File: config.mk
export PLATFORM = sky130hd
export DESIGN_NAME = opb_register_bank
export DESIGN_NICKNAME = d
export VERILOG_FILES = /design/src/rtl/opb_register_bank.sv
export SDC_FILE = /design/constraint.sdc
export NUM_CORES = 1
export LEC_CHECK = 0
export BUFFER_PORTS_ARGS = -buffer_cell sky130_fd_sc_hd__buf_2
export CORE_ASPECT_RATIO = 0.6
export CORE_MARGIN = 2
export CORE_UTILIZATION = 45
export CTS_CLUSTER_DIAMETER = 200
export DETAILED_ROUTE_END_ITERATION = 8
export GPL_TIMING_DRIVEN = 0
export PLACE_DENSITY_LB_ADDON = 0.08
export SLEW_MARGIN = 40
export SYNTH_ARGS = -nofsm -noshare
export SYNTH_HDL_FRONTEND = slang
export SYNTH_SLANG_ARGS = --single-unit
File: constraint.sdc
create_clock -name OPB_Clk -period 1.7 [get_ports OPB_Clk]
set_clock_uncertainty 0.1 [all_clocks]
set_input_delay 0.085 -clock OPB_Clk [delete_from_list [all_inputs] [get_ports OPB_Clk]]
set_output_delay 0.085 -clock OPB_Clk [all_outputs]
set_load 0.02 [all_outputs]
File: src/rtl/opb_register_bank.sv
// OPB slave exposing a small bank of 32-bit user registers.
// Registers may be plain read/write, self-clearing pulse, or read-only status.
//
// state   | meaning
// --------+-----------------------------------------------------------
// S_IDLE  | waiting for a select hit inside the address window
// S_ACK   | transfer latched; Sl_xferAck high, read data on Sl_DBus
// S_DESEL | transfer done; wait for OPB_select to drop before re-arming
module opb_register_bank #(
   parameter logic [31:0]           C_BASEADDR   = 32'h0000_0000,
   parameter logic [31:0]           C_HIGHADDR   = 32'h0000_00FF,
   parameter int                    C_OPB_AWIDTH = 32,
   parameter int                    C_OPB_DWIDTH = 32,
   parameter int                    C_NUM_REGS   = 4,
   parameter logic [C_NUM_REGS-1:0] C_PULSE_MASK = '0,
   parameter logic [C_NUM_REGS-1:0] C_RO_MASK    = '0,
   parameter string                 C_FAMILY     = "virtex5"
) (
   input  logic                       OPB_Clk,
   input  logic                       OPB_Rst,
   input  logic [0:31]                OPB_ABus,
   input  logic [0:3]                 OPB_BE,
   input  logic [0:31]                OPB_DBus,
   input  logic                       OPB_RNW,
   input  logic                       OPB_select,
   input  logic                       OPB_seqAddr,
   output logic [0:31]                Sl_DBus,
   output logic                       Sl_xferAck,
   output logic                       Sl_errAck,
   output logic                       Sl_retry,
   output logic                       Sl_toutSup,
   output logic [C_NUM_REGS*32-1:0]   user_data_out,
   output logic [C_NUM_REGS-1:0]      user_wr_strobe,
   input  logic [C_NUM_REGS*32-1:0]   user_data_in
);

   typedef enum logic [1:0] {S_IDLE, S_ACK, S_DESEL} state_t;

   localparam logic [31:0] SPAN = C_HIGHADDR - C_BASEADDR;

   state_t                state_q, state_d;
   logic [31:0]           regs_q [C_NUM_REGS];
   logic [31:0]           regs_d [C_NUM_REGS];
   logic [C_NUM_REGS-1:0] strobe_q, strobe_d;
   logic [29:0]           idx_q;
   logic                  rnw_q;
   logic [3:0]            be_q;
   logic [31:0]           wdata_q;
   logic [31:0]           rdata_q;

   logic [32:0]           diff_c;
   logic [29:0]           idx_c;
   logic                  hit_c;
   logic                  wr_en_c;
   logic [31:0]           rd_c;
   logic [31:0]           be_mask_c;
   logic [1:0]            unused_byte_off;
   logic                  unused_seqaddr;

   // 33-bit subtract: bit 32 flags an address below the base
   assign diff_c          = {1'b0, OPB_ABus} - {1'b0, C_BASEADDR};
   assign hit_c           = OPB_select && !diff_c[32] && (diff_c[31:0] <= SPAN);
   assign idx_c           = diff_c[31:2];
   assign unused_byte_off = diff_c[1:0];
   assign unused_seqaddr  = OPB_seqAddr;

   assign wr_en_c   = (state_q == S_ACK) && !rnw_q;
   assign be_mask_c = {{8{be_q[3]}}, {8{be_q[2]}}, {8{be_q[1]}}, {8{be_q[0]}}};

   always_comb begin
      rd_c = '0;
      for (int i = 0; i < C_NUM_REGS; i++) begin
         if (idx_c == 30'(i))
            rd_c = C_RO_MASK[i] ? user_data_in[i*32 +: 32] : regs_q[i];
      end
   end

   always_comb begin
      state_d = state_q;
      case (state_q)
         S_IDLE:  if (hit_c) state_d = S_ACK;
         S_ACK:   state_d = S_DESEL;
         S_DESEL: if (!OPB_select) state_d = S_IDLE;
         default: state_d = S_IDLE;
      endcase
   end

   // pulse registers fall back to zero on any cycle they are not written
   always_comb begin
      regs_d   = regs_q;
      strobe_d = '0;
      for (int i = 0; i < C_NUM_REGS; i++) begin
         if (wr_en_c && (idx_q == 30'(i)) && !C_RO_MASK[i]) begin
            regs_d[i]   = (regs_q[i] & ~be_mask_c) | (wdata_q & be_mask_c);
            strobe_d[i] = 1'b1;
         end else if (C_PULSE_MASK[i]) begin
            regs_d[i] = '0;
         end
      end
   end

   always_ff @(posedge OPB_Clk) begin
      if (OPB_Rst) begin
         state_q  <= S_IDLE;
         strobe_q <= '0;
         idx_q    <= '0;
         rnw_q    <= 1'b0;
         be_q     <= '0;
         wdata_q  <= '0;
         rdata_q  <= '0;
         for (int i = 0; i < C_NUM_REGS; i++) regs_q[i] <= '0;
      end else begin
         state_q  <= state_d;
         strobe_q <= strobe_d;
         for (int i = 0; i < C_NUM_REGS; i++) regs_q[i] <= regs_d[i];
         if ((state_q == S_IDLE) && hit_c) begin
            idx_q   <= idx_c;
            rnw_q   <= OPB_RNW;
            be_q    <= OPB_BE;
            wdata_q <= OPB_DBus;
            rdata_q <= rd_c;
         end
      end
   end

   assign Sl_xferAck     = (state_q == S_ACK);
   assign Sl_DBus        = (Sl_xferAck && rnw_q) ? rdata_q : '0;
   assign Sl_errAck      = 1'b0;
   assign Sl_retry       = 1'b0;
   assign Sl_toutSup     = 1'b0;
   assign user_wr_strobe = strobe_q;

   for (genvar g = 0; g < C_NUM_REGS; g++) begin : g_out
      assign user_data_out[g*32 +: 32] = regs_q[g];
   end

endmodule

==> out/metrics.cfg, run 1 <==
[power_and_ir_drop]
p_leak_nw = 6.25
powerDensity_nw_per_um2 = 748
power_mw = 11.1
irDropWorstVdd_v = 0.000617

[sta]
max_slew_margin_pct = 28.5
hold_slack_ps = 132
rsz0062_at_grt = true
finalCritPeriodShare_pct = 122
slew_violations = 0
post-route-worst-setup-slack_ps = -378
fin_tns_setup_ps = -58380
final_hold_viol_count = 0
setup-violations-final = 264
worst-slew-pin-transition_ps = 1070
max_freq_ghz = 0.481
fin_crit_ps = 2080

[logic_synthesis]
synth.avg_cell_area_um2 = 9.57
synthFlopType = dfxtp_1
synth_xor_area_share_pct = 0
netlist_area_um2 = 9900
synth-compound-area-share_pct = 12.6
ys_warn_count = 0
synthArstFlopShare_pct = 0
synth.distinct_cells = 39
ys_seq_elements = 233
synthAdderAreaFrac_pct = 0
yosys.area_share.simple_pct = 20.7
synth_edf_count = 0
synth_mux_area_share_pct = 15.1
seq_area_frac_synth_pct = 47.1
syn_inst = 1035
synth_top_family_by_area = simple AND/OR/NAND/NOR gates

[critical_path]
max_stage_delay_ps = 400
endpoint_kind = register
path_max_fanout = 8
crit_slowest_cell = nor4b_4
critPathArrivalTime_ps = 2400
worstSetupPathType = reg -> reg
critPathBufInv = 2
crit_chain = nor4b_4 -> and4_1 -> buf_8 -> buf_12 -> nand4_4 -> mux2i_1
cpLargestDelayFamily = simple AND/OR/NAND/NOR gates
start_kind = register
worstPathRequired_ps = 2030

[placement]
io_buffer_count = 231
pre_cts_ws_ps = -1000
gp_congestion = 0.852
place_inst = 1547
post-dp-hpwl_mm = 26.3

[cts]
clock-sinks = 233
cts_root_buf = clkbuf_16
numCtsBuffers = 23
clock_path_buffers = 3
clk_latency_ps = 520
cts_tree = yes
htreeDepth = 1
clkTransAtPathRegs_ps = 70

[global_routing]
antenna_found_initial = 0
gr-usage-all-layers_pct = 31.1
grt_start_max_net_pins = 16
grt_overflow = 0
grt_pass1_vias = 9229
grt_pass1_wl_mm = 55.7

[finish]
drive_gt1_share_pct = 39.6
mostFrequentLayoutCells = 228 x dfxtp_1, 202 x buf_2, 146 x nand2_1, 111 x mux2i_1, 50 x buf_6
nFillCells = 1624
final_common_cell = dfxtp_1
finalNetCount = 1587
multiInputGateArea_um2 = 5720
seqCellArea_um2 = 4680
diodes = 0
syn_to_final_growth_pct = 50.0
final_cells = 1681

[route]
drt_first_iter_violations = 1009
vias = 9862
routedWlPerCell_um = 23.6
ant_nets = 0
drc_errors = 0
drt-pass1-iter-count = 5
wirelength_mm = 39.6
via_per_inst = 5.87

[floorplan]
die_h_um = 119
io_pins = 369
start_util_pct = 46.5
dieArea_um2 = 23200
dieWidth_um = 195
core_area_um2 = 21300
num_rows = 41

[status]
status = finished, violations left
violations = setup timing

[worst_hold_path]
min_path_type = in -> reg

[flow_run]
cap_viol_max_count = 0

-- area by class of cell --
type	instances	share of cell area (%)
timing repair buffer	327	17.5
inverter	1	0.0253
tap	279	2.35
sequential	233	31.5
clock inverter	11	0.623
buffer	99	5.17
clock buffer	30	4.39
multi-input combinational	701	38.5
-- metal layers --
metal  GRT usage (%)  share of wire (%)  vias to the layer above  wire, um
met3            5.47                9.8                       50      3880
met5               0                  0                        -         0
met2            45.7                 42                      516     16700
met1            48.0                 47                     4810     18500
li1                -                  -                     4486         -
met4            4.82                1.4                        0       571
-- repair_timing --
| action | CTS | global route |
|---|---|---|
| buffers inserted | 17 | 18 |
| pin swaps | 41 | 72 |
| cloned | 4 | 14 |
| hold buffers | 43 | 0 |
| setup endpoints to repair | 265 | 257 |
| resized for setup | 202 | 210 |
| endpoints found under the hold margin | 43 | 0 |
-- metrics by stage --
step                utilization, %  area [um2]
floorplan                        -        9970
CTS                           64.4       13700
global route                  69.8       14900
detailed placement            53.9       11500
global placement              53.9       11500
finish                        69.8       14900
-- cell usage after synthesis, types with 4 or more instances --
cell      count  area (um2)
o21ai_0      35         175
and2_1       24         150
and3_1       34         213
o22ai_1      31         194
a21oi_1      46         230
mux2_2       31         349
dfxtp_1     233        4660
nand3_1      49         245
nor2b_1       4        25.0
buf_1         5        18.8
nor4_4        4        85.1
buf_2         6        30.0
buf_6         5        56.3
nand2_1     148         556
o31ai_1      31         233
o211ai_1     31         233
a31o_1       16         140
clkbuf_1     83         312
o21ai_1       9        45.0
nor4_1       57         357
nand4_4       9         191
mux2i_1     112        1120
-- cell families after synthesis --
logic type | after synthesis
and+or+nand+nor | 355
other | 1
muxes | 144
buffers and inverters | 103
DFF | 233
AOI/OAI and AO/OA | 199
-- worst reg2reg max path, stage by stage (launching register included) --
cell     delay (ps)
dfxtp_4         370
nor4b_4         400
and4_1          310
buf_8           140
buf_12          130
nand4_4         260
mux2i_1         290
-- final timing paths --
kind,from,end,slack (ps),cells after the start
max,state_q[1],register,-380,6
min reg2reg,idx_q[27],idx_q[27],360,1
max reg2reg,state_q[1],register,-380,6
min,OPB_ABus[29],rdata_q[0],130,3
-- power breakdown --
| group | leakage (nW) | internal, mW | switching, mW |
|---|---|---|---|
| Sequential | 1.88 | 5.45 | 0.0000000469 |
| Clock | 0.374 | 2.87 | 2.26 |
| Combinational | 4.00 | 0.200 | 0.332 |
| Total | 6.25 | 8.52 | 2.59 |
No activity file was read; power rests on OpenSTA's default activity.
==> run 2: changes to the inputs <==
--- a/config.mk
+++ b/config.mk
@@ -11,7 +11,6 @@
 export CORE_UTILIZATION = 45
 export CTS_CLUSTER_DIAMETER = 200
 export DETAILED_ROUTE_END_ITERATION = 8
-export GPL_TIMING_DRIVEN = 0
 export PLACE_DENSITY_LB_ADDON = 0.08
 export SLEW_MARGIN = 40
 export SYNTH_ARGS = -nofsm -noshare
==> out/metrics.cfg, run 2 (synthesized netlist as in run 1, its figures left out) <==
[status]
status = finished, violations left
violations = setup timing

[power_and_ir_drop]
irDropWorstVdd_v = 0.000578  ; -6.4%
p_leak_nw = 5.99  ; -4.2%
power_mw = 10.7  ; -4.1%
powerDensity_nw_per_um2 = 768  ; +2.6%

[sta]
hold_slack_ps = 75.5  ; -56.0 ps
rsz0062_at_grt = true
max_freq_ghz = 0.522  ; +8.5%
slew_violations = 0  ; unchanged
max_slew_margin_pct = 54.7  ; +26 points
worst-slew-pin-transition_ps = 679  ; -393 ps
setup-violations-final = 252  ; -4.5%
finalCritPeriodShare_pct = 113  ; -9.6 points
fin_crit_ps = 1910  ; -163 ps
post-route-worst-setup-slack_ps = -215  ; +163 ps
final_hold_viol_count = 0  ; unchanged

[global_routing]
gr-usage-all-layers_pct = 28.1  ; -3.0 points
grt_start_max_net_pins = 62  ; +46
grt_pass1_wl_mm = 51.4  ; -7.6%
grt_overflow = 0  ; unchanged
grt_pass1_vias = 8759  ; -5.1%
antenna_found_initial = 0  ; unchanged

[finish]
drive_gt1_share_pct = 36.4  ; -3.2 points
final_common_cell = dfxtp_1
finalNetCount = 1525  ; -3.9%
mostFrequentLayoutCells = 225 x dfxtp_1, 201 x buf_2, 147 x nand2_1, 110 x mux2i_1, 49 x buf_4
syn_to_final_growth_pct = 40.2
nFillCells = 1703  ; +4.9%
diodes = 0  ; unchanged

[floorplan]
io_pins = 369  ; unchanged
start_util_pct = 46.5  ; unchanged
die_h_um = 119  ; unchanged
core_area_um2 = 21300  ; unchanged
num_rows = 41  ; unchanged
dieArea_um2 = 23200  ; unchanged
dieWidth_um = 195  ; unchanged

[critical_path]
start_kind = register
crit_slowest_cell = dfxtp_2
critPathArrivalTime_ps = 1730  ; -670 ps
endpoint_kind = primary output
worstPathRequired_ps = 1510  ; -520 ps
cp_common_cell = buf_6
max_stage_delay_ps = 340  ; -60 ps
worstSetupPathType = reg -> out
critPathBufInv = 4  ; +2
cpLargestDelayFamily = buffers and inverters
path_max_fanout = 4  ; -4
crit_chain = buf_6 -> nor2b_4 -> buf_12 -> clkbuf_16 -> and3_4 -> buf_6

[cts]
cts_tree = yes
clock_path_buffers = 3  ; unchanged
cts_root_buf = clkbuf_16
numCtsBuffers = 22  ; -4.3%
clock-sinks = 233  ; unchanged
clk_latency_ps = 500  ; -20 ps
clkTransAtPathRegs_ps = 70  ; about the same
htreeDepth = 1  ; unchanged

[route]
drt-pass1-iter-count = 6  ; +1
via_per_inst = 5.77  ; -1.7%
vias = 9324  ; -5.5%
drc_errors = 0  ; unchanged
routedWlPerCell_um = 21.1  ; -10%
ant_nets = 0  ; unchanged
wirelength_mm = 34.1  ; -14%
drt_first_iter_violations = 737  ; -27%

[placement]
io_buffer_count = 234  ; +1.3%
pre_cts_ws_ps = -257  ; +744 ps
gp_congestion = 0.820  ; -3.8%
post-dp-hpwl_mm = 22.4  ; -15%

[worst_hold_path]
min_path_type = in -> reg

[flow_run]
cap_viol_max_count = 0  ; unchanged

==> run 2: area by class of cell <==
cell class	count	area (um2)	share of cell area (%)
clock buffer	35	651	4.69
tap	279	349	2.51
multi-input combinational	701	5320	38.3
inverter	1	11.3	0.0811
clock inverter	2	12.5	0.0901
timing repair buffer	365	2860	20.6
sequential	233	4670	33.7
==> run 2: per-layer routing <==
metal	routed length [um]	global-route usage, %
met5	0	0
met4	379	4.77
met3	2800	5.07
met2	14000	39.3
met1	17000	44.7
==> run 2: power breakdown <==
group / switching (mW) / internal [mW]
Clock: 2.10 / 2.61
Combinational: 0.277 / 0.210
Sequential: 0.0000000290 / 5.46
Total: 2.38 / 8.28
==> run 2: final timing paths <==
path,start,slack (ps),endpoint,cells past startpoint
worst max-delay path,state_q[0],-210,Sl_DBus[31],6
worst min-delay path,OPB_ABus[29],80,idx_q[0],4
worst max register to register,idx_q[10],-180,register,5
worst min register to register,wdata_q[25],370,wdata_q[25],2
==> run 2: timing repair <==
item	CTS	global route
hold endpoints to repair	45	0
setup buffers	7	5
cloned	4	1
hold buffers	43	0
endpoints found under the setup margin	264	264
pin swaps	43	21
gates resized for setup	119	67
==> run 2: metrics by stage <==
step           instance area [um2]  instances  setup TNS, ps  util, %
6_report                     13900       1616         -26180     65.2
5_1_grt                      13900       1616         -43450     65.2
4_1_cts                      13500       1612         -22630     63.6
3_5_place_dp                 11800       1521         -33330     55.5
3_3_place_gp                 11800       1521         -27510     55.5
2_1_floorplan                 9970       1037          -34.0        -
==> run 2: worst reg2reg max path: stages (launching register included) <==
cell and delay [ps]:
dfxtp_2 340, nor4_4 310, nand4_1 210, buf_4 210
or3_4 390, a31o_1 220
